### config.mk
export PLATFORM = sky130hd
export DESIGN_NAME = seg_scan_driver
export DESIGN_NICKNAME = d
export VERILOG_FILES = /design/src/rtl/disp_pkg.sv /design/src/rtl/hex7_decode.sv /design/src/rtl/seg_scan_driver.sv
export SDC_FILE = /design/constraint.sdc
export NUM_CORES = 1
export LEC_CHECK = 0
export ABC_AREA = 0
export CORE_MARGIN = 10
export CORE_UTILIZATION = 50
export DETAILED_ROUTE_END_ITERATION = 10
export GPL_ROUTABILITY_DRIVEN = 1
export PLACE_DENSITY = 0.84
export SLEW_MARGIN = 20
export SYNTH_ARGS = -nofsm -noshare
export SYNTH_HDL_FRONTEND = slang
export SYNTH_SLANG_ARGS = --single-unit
export TNS_END_PERCENT = 50
### constraint.sdc
create_clock -name clk -period 5.9 [get_ports clk]
set_clock_uncertainty 0.2 [all_clocks]
set_input_delay 0.59 -clock clk [delete_from_list [all_inputs] [get_ports clk]]
set_output_delay 0.59 -clock clk [all_outputs]
set_load 0.02 [all_outputs]
### src/rtl/disp_pkg.sv
// Shared definitions for the multiplexed 7-segment display driver.
// Latency: n/a (constants, types and a pure helper function only).
// Backpressure: n/a.
package disp_pkg;

  localparam int NUM_DIGITS = 8;

  typedef enum logic [1:0] {
    IDLE  = 2'd0,
    BLANK = 2'd1,
    SHOW  = 2'd2
  } state_e;

  // Active-high {g,f,e,d,c,b,a} patterns for hex digits 0..F.
  localparam logic [6:0] HEX7 [16] = '{
    7'h3F, 7'h06, 7'h5B, 7'h4F, 7'h66, 7'h6D, 7'h7D, 7'h07,
    7'h7F, 7'h6F, 7'h77, 7'h7C, 7'h39, 7'h5E, 7'h79, 7'h71
  };

  // Digit 0 lives in the most significant nibble, so the nibble slot is
  // the bit-inverse of the digit index.
  function automatic logic [3:0] digit_nibble(input logic [31:0] dat,
                                              input logic [2:0]  idx);
    return dat[{~idx, 2'b00} +: 4];
  endfunction

endpackage

### src/rtl/hex7_decode.sv
// Hex nibble to 7-segment pattern lookup (dp bit is added by the caller).
// Latency: combinational.
// Backpressure: none.
// Ports: nib - hex digit in; pat - active-high {g..a} pattern out.
module hex7_decode
  import disp_pkg::*;
(
  input  logic [3:0] nib,
  output logic [6:0] pat
);

  always_comb begin
    pat = HEX7[nib];
  end

endmodule

### src/rtl/seg_scan_driver.sv
// Time-multiplexed 8-digit 7-segment scanner with per-slot blanking and
// frame-aligned double-buffered display data. Latency: all outputs registered;
// a load shows from the next frame start. Backpressure: none, last load wins.
// Ports: clk/rst_n (async low); en scan enable; load + data_in/dp_in new
// display contents; count digit index; seg {dp,g..a}; load_ack when a load
// is applied; frame_done at the end of the count-7 slot.
module seg_scan_driver
  import disp_pkg::*;
#(
  parameter int SCAN_DIV  = 1000, // cycles per digit slot, > BLANK_CYC
  parameter int BLANK_CYC = 16,   // blanked cycles at slot start, >= 1
  parameter int TW        = 16    // timer width, 2**TW > SCAN_DIV
) (
  input  logic        clk,
  input  logic        rst_n,
  input  logic        en,
  input  logic        load,
  input  logic [31:0] data_in,
  input  logic [7:0]  dp_in,
  output logic [2:0]  count,
  output logic [7:0]  seg,
  output logic        load_ack,
  output logic        frame_done
);

  localparam int SHOW_CYC = SCAN_DIV - BLANK_CYC;
  localparam logic [TW-1:0] BLANK_LAST = TW'(BLANK_CYC - 1);
  localparam logic [TW-1:0] SHOW_LAST  = TW'(SHOW_CYC - 1);
  localparam logic [2:0]    LAST_DIGIT = 3'(NUM_DIGITS - 1);

  state_e        state_q, state_d;
  logic [2:0]    count_q, count_d;
  logic [7:0]    seg_q, seg_d;
  logic [TW-1:0] timer_q, timer_d;
  logic [31:0]   shadow_dat_q, shadow_dat_d;
  logic [7:0]    shadow_dp_q, shadow_dp_d;
  logic [31:0]   pend_dat_q, pend_dat_d;
  logic [7:0]    pend_dp_q, pend_dp_d;
  logic          pend_vld_q, pend_vld_d;
  logic          load_ack_q, load_ack_d;
  logic          frame_done_q, frame_done_d;

  logic          apply;
  logic [6:0]    hex_pat;
  logic [7:0]    show_pat;

  hex7_decode u_hex7 (
    .nib (digit_nibble(shadow_dat_q, count_q)),
    .pat (hex_pat)
  );

  // dp bit 7 belongs to digit 0, hence the inverted index.
  assign show_pat = {shadow_dp_q[~count_q], hex_pat};

  always_comb begin
    state_d      = state_q;
    count_d      = count_q;
    seg_d        = seg_q;
    timer_d      = timer_q;
    shadow_dat_d = shadow_dat_q;
    shadow_dp_d  = shadow_dp_q;
    pend_dat_d   = pend_dat_q;
    pend_dp_d    = pend_dp_q;
    pend_vld_d   = pend_vld_q;
    load_ack_d   = 1'b0;
    frame_done_d = 1'b0;
    apply        = 1'b0;

    if (load) begin
      pend_dat_d = data_in;
      pend_dp_d  = dp_in;
      pend_vld_d = 1'b1;
    end

    if (!en) begin
      // Disable parks the scanner but keeps any pending load for later.
      state_d = IDLE;
      count_d = 3'd0;
      seg_d   = 8'h00;
      timer_d = '0;
    end else begin
      unique case (state_q)
        IDLE: begin
          state_d = BLANK;
          count_d = 3'd0;
          seg_d   = 8'h00;
          timer_d = '0;
          apply   = 1'b1;
        end
        BLANK: begin
          seg_d = 8'h00;
          if (timer_q == BLANK_LAST) begin
            // Pattern is loaded on the same edge the state enters SHOW.
            state_d = SHOW;
            timer_d = '0;
            seg_d   = show_pat;
          end else begin
            timer_d = timer_q + TW'(1);
          end
        end
        SHOW: begin
          seg_d = show_pat;
          if (timer_q == SHOW_LAST) begin
            state_d = BLANK;
            timer_d = '0;
            seg_d   = 8'h00;
            count_d = count_q + 3'd1;
            if (count_q == LAST_DIGIT) begin
              frame_done_d = 1'b1;
              apply        = 1'b1;
            end
          end else begin
            timer_d = timer_q + TW'(1);
          end
        end
        default: begin
          state_d = IDLE;
          count_d = 3'd0;
          seg_d   = 8'h00;
          timer_d = '0;
        end
      endcase
    end

    // Frame start: a load arriving in the same cycle bypasses the pending copy.
    if (apply) begin
      if (load) begin
        shadow_dat_d = data_in;
        shadow_dp_d  = dp_in;
        pend_vld_d   = 1'b0;
        load_ack_d   = 1'b1;
      end else if (pend_vld_q) begin
        shadow_dat_d = pend_dat_q;
        shadow_dp_d  = pend_dp_q;
        pend_vld_d   = 1'b0;
        load_ack_d   = 1'b1;
      end
    end
  end

  always_ff @(posedge clk or negedge rst_n) begin
    if (!rst_n) begin
      state_q      <= IDLE;
      count_q      <= 3'd0;
      seg_q        <= 8'h00;
      timer_q      <= '0;
      shadow_dat_q <= 32'h0;
      shadow_dp_q  <= 8'h00;
      pend_dat_q   <= 32'h0;
      pend_dp_q    <= 8'h00;
      pend_vld_q   <= 1'b0;
      load_ack_q   <= 1'b0;
      frame_done_q <= 1'b0;
    end else begin
      state_q      <= state_d;
      count_q      <= count_d;
      seg_q        <= seg_d;
      timer_q      <= timer_d;
      shadow_dat_q <= shadow_dat_d;
      shadow_dp_q  <= shadow_dp_d;
      pend_dat_q   <= pend_dat_d;
      pend_dp_q    <= pend_dp_d;
      pend_vld_q   <= pend_vld_d;
      load_ack_q   <= load_ack_d;
      frame_done_q <= frame_done_d;
    end
  end

  assign count      = count_q;
  assign seg        = seg_q;
  assign load_ack   = load_ack_q;
  assign frame_done = frame_done_q;

endmodule

### After elaboration in Yosys (flattened, before gate mapping)

Memories as Yosys holds them, arrays and structs flattened.
Index checks and enable logic that the tools add are counted.

* flip-flop bits (word level): 112
* ROM bits: 112
* bits of input ports: 44
* output and inout port bits: 13
* word-level logic and storage cells: 68
* memories kept: 1

Memories
* (no name shown): words 16, bits a word 7, read ports 1, clocked after Yosys merged registers in 0, write ports 0, line hex7_decode.sv:13 `pat = HEX7[nib];`

* $add $sub $neg: 2
* order comparisons: 2
* eq/ne operators: 8
* shifts and indexed selects: 1
* multiplexer cells: 36
* bitwise logic cells: 2
* reductions and logical operators: 5

Operators with widths (count)
* $mux W32: 2
* $mux W16: 3
* $mux W8: 5
* $pmux W16 S2: 1
* $shiftx A32 B6 Y4: 1
* $add A16 B1 Y16 const B: 1
* $eq A16 B10 Y1 const B: 1
* $eq A16 B4 Y1 const B: 1
* $pmux W8 S2: 1
* $mux W7: 2
* $mux W1: 13
* $mux W2: 3
* $mux W3: 2
* $ne A3 B3 Y1 const B: 2
* $pmux W2 S3: 1
* $pmux W3 S2: 1
* $reduce_and A2 Y1: 3
* $ge A5 B5 Y1 const B: 1
* $not A4 Y5: 1
* $lt A3 B4 Y1 const B: 1
* $add A3 B1 Y3 const B: 1
* $bmux W1 S3: 1
* $eq A3 B3 Y1 const B: 1
* $not A3 Y3: 1
* 6 further kinds: 6

### Longest topological paths before layout

Gate-level depths: netlist of run 1.

* depth in word-level cells: 9
* gate-level depth with buffers: 8
* depth with buffers taken out: 7

### Cells and area by module

From an unflattened synthesis of run 1, not the netlist that was laid out.

* cells, all modules: 359
* area total of the unflattened synthesis: 5301.3 um2

Modules (own cells, without submodules)
* seg_scan_driver: times used 1, cells an instance 326, area an instance 5011.1 um2, seq. area each 2802.7 um2
* hex7_decode: times used 1, cells an instance 33, area an instance 290.3 um2, seq. area each 0.0 um2

### Least setup slack after synthesis of run 1

Ideal clock, no wire load.

* kind: register -> register
* from: register count_q[0] (netlist: count[0])
* to: register seg_q[3] (netlist: seg[3])
* library setup time: 78 ps
* data arrival time: 2334 ps
* required time: 5622 ps
* slack: 3288 ps
* cell stages (with the launch flop): 8
* path buffers: 1
* clock period less this slack: 2612 ps
* cells stage by stage: dfrtp_1 -> buf_6 -> mux4_2 -> mux2i_1 -> inv_1 -> ha_1 -> a211o_1 -> a21oi_1

* word-level cells in the longest chain between the ends: 9
* elaborated cells between the ends (all ways): 10
* classes of those cells: shift: 1; mux: 6; bitwise: 2; memory: 1

Ends and longest elaborated chain
* from (decl): line seg_scan_driver.sv:32 `logic [2:0] count_q, count_d;`
* from (signal assigned): line seg_scan_driver.sv:156 `count_q <= count_d;`
* $not A3 Y3 (*): line disp_pkg.sv:24 `return dat[{~idx, 2'b00} +: 4];`
* $shiftx A32 B6 Y4 (*): line disp_pkg.sv:24
* $not A4 Y5 (implied by the code) (*): line hex7_decode.sv:13
* $mem_v2 Z16 W7 (*)
* $mux W7 (implied by the code) (*) (2 in series): line hex7_decode.sv:13
* $mux W8, on equally long branches: line seg_scan_driver.sv:103, seg_scan_driver.sv:92
* $pmux W8 S2 (*): line seg_scan_driver.sv:82 `unique case (state_q)`
* $mux W8 (*): line seg_scan_driver.sv:75 `if (!en) begin`
* named net seg_d[3]: line seg_scan_driver.sv:33 `logic [7:0] seg_q, seg_d;`
* to (signal assigned): line seg_scan_driver.sv:157 `seg_q <= seg_d;`
* to (decl): line seg_scan_driver.sv:33

The timed path passes the listed nets; every way through them passes the cells marked *. The select of a mux whose other input is x is not followed.
A chain may end at the register's enable or synchronous reset.

### Worst setup path after layout of run 1

Same ends and word-level chain as after synthesis.

==> flow_metrics.env, run 1 <==
export IMPL_wl_um=9374
export IMPL_syn_to_final_growth_pct=15.33
export IMPL_worstMarginPinSlew_ps=766.7
export IMPL_n_antenna_cell=0
export IMPL_clock_latency_ps=360
export IMPL_die_x_um=121.7
export IMPL_p_seq_frac=0.463
export IMPL_setup_tns_ps=0
export IMPL_drive_gt1_frac=0.2864
export IMPL_rsz0062_at_grt="no"
export IMPL_switchingPower_uw=678.0
export IMPL_drt_iter0_markers=168
export IMPL_dieArea_um2=14820
export IMPL_relSlewSlack=0.4889
export IMPL_grt_pass1_vias=3053
export IMPL_antenna_found_initial=0
export IMPL_stdcell_count=548
export IMPL_final_area_um2=5968
export IMPL_cp_max_fo=14
export IMPL_fmax_ghz=0.3356
export IMPL_switching_share=0.2963
export IMPL_p_clk_frac=0.195
export IMPL_synth_seq_cells=112
export IMPL_wl_per_cell_um=17.11
export IMPL_dp_cells=533
export IMPL_cellPowerDensity_nw_per_um2=383.4
export IMPL_synth_top_area_share=0.5416
export IMPL_internal_power_mw=1.610
export IMPL_end_kind="flip-flop"
export IMPL_yosysUniqueCellTypes=46
export IMPL_ctsResizeCount=0
export IMPL_startpoint_type="flip-flop"
export IMPL_drc=0
export IMPL_grt_pass1_wl_um=15460
export IMPL_async_reset_ff_frac=1.000
export IMPL_vias=2897
export IMPL_first_pass_iters=4
export IMPL_start_util=0.5081
export IMPL_layout_setup_ws_ps=2921
export IMPL_coreArea_um2=10180
export IMPL_final_max_slew_viol_count=0
export IMPL_grt_max_degree=62
export IMPL_die_h_um=121.7
export IMPL_total_power_mw=2.288
export IMPL_drtAntennaViolNets=0
export IMPL_nNetsFinal=465
export IMPL_cts_root_buf="clkbuf_8"
export IMPL_arrival_ps=3070
export IMPL_min_path_type="input port to async pin"
export IMPL_crit_type="flip-flop to flip-flop"
export IMPL_postCtsHoldBufs=0
export IMPL_finalCriticalPeriod_ps=2979
export IMPL_yosysTopAreaCell="dfrtp_1"
export IMPL_worstPathRequired_ps=5990
export IMPL_yosysWarnings=0
export IMPL_cts_buffer_depth=2
export IMPL_whs_ps=41.42
export IMPL_syn_area_per_cell_um2=14.62
export IMPL_via_per_inst=5.286
export IMPL_post_cts_setup_buffers=0
export IMPL_p_comb_frac=0.342
export IMPL_place_area_um2=5778
export IMPL_cts_clk_slew_worst_paths_ps=100
export IMPL_num_rows=37
export IMPL_synth_main_ff_cell="dfrtp_1"
export IMPL_cts_buffers=9
export IMPL_hold_viol_final=0
export IMPL_cts_tree="built"
export IMPL_io_buffer_count=56
export IMPL_final_util=0.5860
export IMPL_power_leakage_nw=2.570
export IMPL_status="finished, final reports clean"
export IMPL_synth_edff_count=0
export IMPL_place_gp_congestion=0.7724
export IMPL_grt_overflow_total=0
export IMPL_synth_area_leaders="dfrtp_1, mux2_4, mux2_2"
export IMPL_place_hpwl_um=6705
export IMPL_grt_usage=0.1293
export IMPL_peakVddDrop_mv=0.1512
export IMPL_io_pins=57
export IMPL_timing_final_crit_share=0.5050
export IMPL_maxCapViolations=0
export IMPL_synth_nets=411
export IMPL_syn_inst=354
export IMPL_mappedNetlistArea_um2=5175
export IMPL_cts_num_sinks=112
export IMPL_finalSetupViolations=0
export IMPL_h_tree_depth=3
export IMPL_pre_cts_slack_ps=2876
export IMPL_seq_area_frac_synth=0.5416
worst max-delay path, stage by stage, from the launching register on:
cell and delay [ps]:
dfrtp_1 810, mux4_2 580, mux2i_1 470, inv_1 140
ha_1 270, a211o_1 280, a21oi_1 150
logic make-up after synthesis:
family                     count (synthesis)  share of synthesized area
adders and majority gates                 13                    0.03143
and+or+nand+nor                           68                    0.06915
DFF                                      112                     0.5416
AOI/OAI and AO/OA                         25                    0.03651
muxes                                     98                     0.2640
xor gates and xnor gates                  15                    0.02539
buffers and inverters                     23                    0.03192
layer usage:
metal / wire length [um] / vias up / global-route usage
li1: - / 1366 / -
met1: 4270 / 1469 / 0.1677
met2: 4522 / 54 / 0.2097
met3: 452 / 8 / 0.02498
met4: 129 / 0 / 0.05142
met5: 0 / - / 0
worst paths after layout:
check	start	to	slack [ps]	depth (start not counted)
max reg2reg	count[0]$_DFFE_PN0P_	seg[3]$_DFF_PN0_	2920	6
min	rst_n	seg[3]$_DFF_PN0_	40	1
max in group asynchronous	rst_n	shadow_dp_q[3]$_DFFE_PN0P_	4300	2
min reg2reg	timer_q[0]$_DFF_PN0_	timer_q[0]$_DFF_PN0_	270	1
max	count[0]$_DFFE_PN0P_	seg[3]$_DFF_PN0_	2920	6
min in group clk	timer_q[0]$_DFF_PN0_	timer_q[0]$_DFF_PN0_	270	1
registers in the layout, summed over array words and instances, names as in the netlist:
signal and flops:
count 3, frame_done 1, load_ack 1, pend_dat_q 32, pend_dp_q 8, pend_vld_q 1
seg 8, shadow_dat_q 32, shadow_dp_q 8, state_q 2, timer_q 16
cell type report:
type	instances	area, um2
clock buffer	9	123.9
multi-input combinational	219	2207
tap	136	170.2
timing repair buffer	58	568.0
fill	808	4217
inverter	8	30.03
sequential	112	2803
clock inverter	6	66.31
power by group through the flow:
stage | registers (mW) | logic [mW] | clock network [mW]
after CTS | 1.06 | 0.788 | 0.457
after global placement | 1.06 | 0.752 | 0
after global routing | 1.08 | 0.853 | 0.489
final | 1.06 | 0.782 | 0.446
after floorplan | 1.04 | 0.674 | 0
after detailed placement | 1.07 | 0.779 | 0
synth_stat cells (all sizes together), types with 2 or more instances:
| library cell | number |
|---|---|
| nand3 | 6 |
| nor2 | 28 |
| xor2 | 8 |
| nor3 | 8 |
| mux2 | 81 |
| nand4b | 2 |
| dfrtp | 112 |
| buf | 8 |
| ha | 13 |
| clkbuf | 7 |
| mux2i | 7 |
| nand4 | 4 |
| inv | 8 |
| or4b | 2 |
| xnor2 | 7 |
| and3 | 3 |
| nand2 | 8 |
| a21oi | 6 |
| o21ai | 6 |
| a211oi | 3 |
| mux4 | 10 |
placed cells by master, fill, tap and decap left out, drive strengths merged, types with 2 or more instances in the layout:
cell type      netlist  final
and3                 3      3
or4b                 2      2
xnor2                7      7
clkinv               0      2
nand2                8      8
mux2                81     81
nor2                28     28
clkbuf               7      9
inv                  8     11
mux2i                7      7
xor2                 8      8
a21oi                6      6
a211oi               3      3
buf                  8      4
dfrtp              112    112
nand4                4      4
nor3                 8      8
nand4b               2      2
clkdlybuf4s50        0     54
o21ai                6      6
nand3                6      6
ha                  13     13
mux4                10     10
No activity file was read; power rests on OpenSTA's default activity.
==> run 2, diff against run 1 <==
--- a/config.mk
+++ b/config.mk
@@ -10,7 +10,7 @@
 export CORE_UTILIZATION = 50
 export DETAILED_ROUTE_END_ITERATION = 10
 export GPL_ROUTABILITY_DRIVEN = 1
-export PLACE_DENSITY = 0.84
+export PLACE_DENSITY = 0.87
 export SLEW_MARGIN = 20
 export SYNTH_ARGS = -nofsm -noshare
 export SYNTH_HDL_FRONTEND = slang
==> constraint.sdc (replaced) <==
create_clock -name clk -period 2.7 [get_ports clk]
set_clock_uncertainty 0.2 [all_clocks]
set_input_delay 0.27 -clock clk [delete_from_list [all_inputs] [get_ports clk]]
set_output_delay 0.27 -clock clk [all_outputs]
set_load 0.02 [all_outputs]
==> flow_metrics.env, run 2 (same netlist as run 1, synthesis figures left out) <==
export IMPL_dieArea_um2=14820
export IMPL_clock_latency_ps=390
export IMPL_r2r_start="timer_q[13]$_DFF_PN0_"
export IMPL_coreArea_um2=10180
export IMPL_via_per_inst=5.265
export IMPL_finalCriticalPeriod_ps=2531
export IMPL_io_buffer_count=56
export IMPL_cts_root_buf="clkbuf_8"
export IMPL_syn_to_final_growth_pct=19.03
export IMPL_cts_num_sinks=112
export IMPL_r2r_cells=6
export IMPL_place_hpwl_um=6826
export IMPL_arrival_ps=2600
export IMPL_fmax_ghz=0.3951
export IMPL_max_stage_delay_ps=440
export IMPL_setup_tns_ps=0
export IMPL_start_util=0.5081
export IMPL_cts_clk_slew_worst_paths_ps=120
export IMPL_min_path_type="input port to flip-flop"
export IMPL_r2r_end="shadow_dat_q[25]$_DFFE_PN0P_"
export IMPL_place_gp_congestion=0.8231
export IMPL_vias=2964
export IMPL_drtAntennaViolNets=0
export IMPL_power_leakage_nw=2.668
export IMPL_whs_path_depth=2
export IMPL_crit_chain="nor4_1, nand4_1, nor3_4, o22a_4, buf_12, mux2_4"
export IMPL_grt_pass1_wl_um=15860
export IMPL_antenna_found_initial=0
export IMPL_place_area_um2=5938
export IMPL_hold_viol_final=0
export IMPL_r2r_slack_ps=170
export IMPL_grt_max_degree=113
export IMPL_relSlewSlack=0.6173
export IMPL_drt_iter0_markers=156
export IMPL_end_kind="flip-flop"
export IMPL_worstPathRequired_ps=2770
export IMPL_final_area_um2=6160
export IMPL_cpLargestDelayFamily="simple AND/OR/NAND/NOR gates"
export IMPL_io_pins=57
export IMPL_h_tree_depth=3
export IMPL_wl_per_cell_um=16.86
export IMPL_wl_um=9494
export IMPL_drive_gt1_frac=0.3091
export IMPL_grt_overflow_total=0
export IMPL_cellPowerDensity_nw_per_um2=840.2
export IMPL_ctsResizeCount=0
export IMPL_num_rows=37
export IMPL_reg_largest_list="pend_dat_q (32), shadow_dat_q (32), timer_q (16)"
export IMPL_cpMaxStageDelayCell="dfrtp_1"
export IMPL_critPathBufInv=1
export IMPL_cts_tree="built"
export IMPL_crit_type="flip-flop to flip-flop"
export IMPL_rsz0062_at_grt="no"
export IMPL_status="finished, final reports clean"
export IMPL_nNetsFinal=479
export IMPL_nFillCells=774
export IMPL_most_common_layout_cells="dfrtp_1, clkdlybuf4s50_1, mux2_2"
export IMPL_final_common_cell="dfrtp_1"
export IMPL_hp_start="load"
export IMPL_postCtsHoldBufs=1
export IMPL_total_power_mw=5.175
export IMPL_worstMarginPinSlew_ps=574.0
export IMPL_post_cts_setup_buffers=0
export IMPL_cts_buffers=9
export IMPL_die_h_um=121.7
export IMPL_cts_buffer_depth=2
export IMPL_final_max_slew_viol_count=0
export IMPL_grt_pass1_vias=3117
export IMPL_finalSetupViolations=0
export IMPL_die_x_um=121.7
export IMPL_first_pass_iters=4
export IMPL_holdPathEnd="pend_dp_q[2]$_DFFE_PN0P_"
export IMPL_startpoint_type="flip-flop"
export IMPL_peakVddDrop_mv=0.3415
export IMPL_drc=0
export IMPL_maxCapViolations=0
export IMPL_n_antenna_cell=0
export IMPL_grt_usage=0.1333
export IMPL_timing_final_crit_share=0.9375
export IMPL_cp_max_fo=13
## run 2: cell types whose count changed in the layout (fill, tap and decap cells not counted)
cell	before	now
dlygate4sd3_1	0	1
clkinv_2	2	0
buf_12	0	5
inv_6	3	1
clkinv_4	0	3
buf_4	3	11
inv_8	0	2
## run 2: cell type report
type / count / area [um2] / area share
Timing Repair Buffer: 72 / 738.2 / 0.1198
Clock inverter: 7 / 87.58 / 0.01422
Inverter: 8 / 30.03 / 0.004875
Sequential cell: 112 / 2803 / 0.4550
Clock buffer: 9 / 123.9 / 0.02011
Tap cell: 136 / 170.2 / 0.02763
Multi-Input combinational cell: 219 / 2207 / 0.3583
## run 2: worst register-to-register path, cell delays in order (launching register included)
cell     delay, ps
dfrtp_1        440
nor4_1         380
nand4_1        270
nor3_4         300
o22a_4         320
buf_12         200
mux2_4         310
## run 2: routing by layer
| layer | global-route usage | up-vias | wire, um |
|---|---|---|---|
| met4 | 0.05663 | 0 | 183 |
| li1 | - | 1392 | - |
| met3 | 0.03608 | 14 | 475 |
| met2 | 0.2077 | 66 | 4473 |
| met5 | 0 | - | 0 |
| met1 | 0.1723 | 1492 | 4361 |
## run 2: worst max path at each step
stage / from / end / cells past startpoint
2_1_floorplan: count[0]$_DFFE_PN0P_ / seg[3]$_DFF_PN0_ / 7
3_3_place_gp: timer_q[13]$_DFF_PN0_ / shadow_dat_q[12]$_DFFE_PN0P_ / 6
3_5_place_dp: timer_q[13]$_DFF_PN0_ / shadow_dat_q[25]$_DFFE_PN0P_ / 6
4_1_cts: timer_q[13]$_DFF_PN0_ / shadow_dat_q[25]$_DFFE_PN0P_ / 6
5_1_grt: timer_q[13]$_DFF_PN0_ / shadow_dat_q[25]$_DFFE_PN0P_ / 6
6_report: timer_q[13]$_DFF_PN0_ / shadow_dat_q[25]$_DFFE_PN0P_ / 6
## run 2: stage by stage
stage          hold WS, ps  utilization  cells  setup WS (ps)
2_1_floorplan       -225.6            -    354          88.01
5_1_grt              261.5       0.6048    563          10.22
3_3_place_gp         185.9       0.5830    546          265.1
6_report             255.5       0.6048    563          168.7
4_1_cts              246.4       0.6048    563          167.5
3_5_place_dp         197.3       0.5830    546          208.3
## run 2: power breakdown
part,internal (mW),switching [mW]
Combinational,1.10,0.723
Sequential,2.08,0.227
Clock,0.450,0.593
Total,3.63,1.54
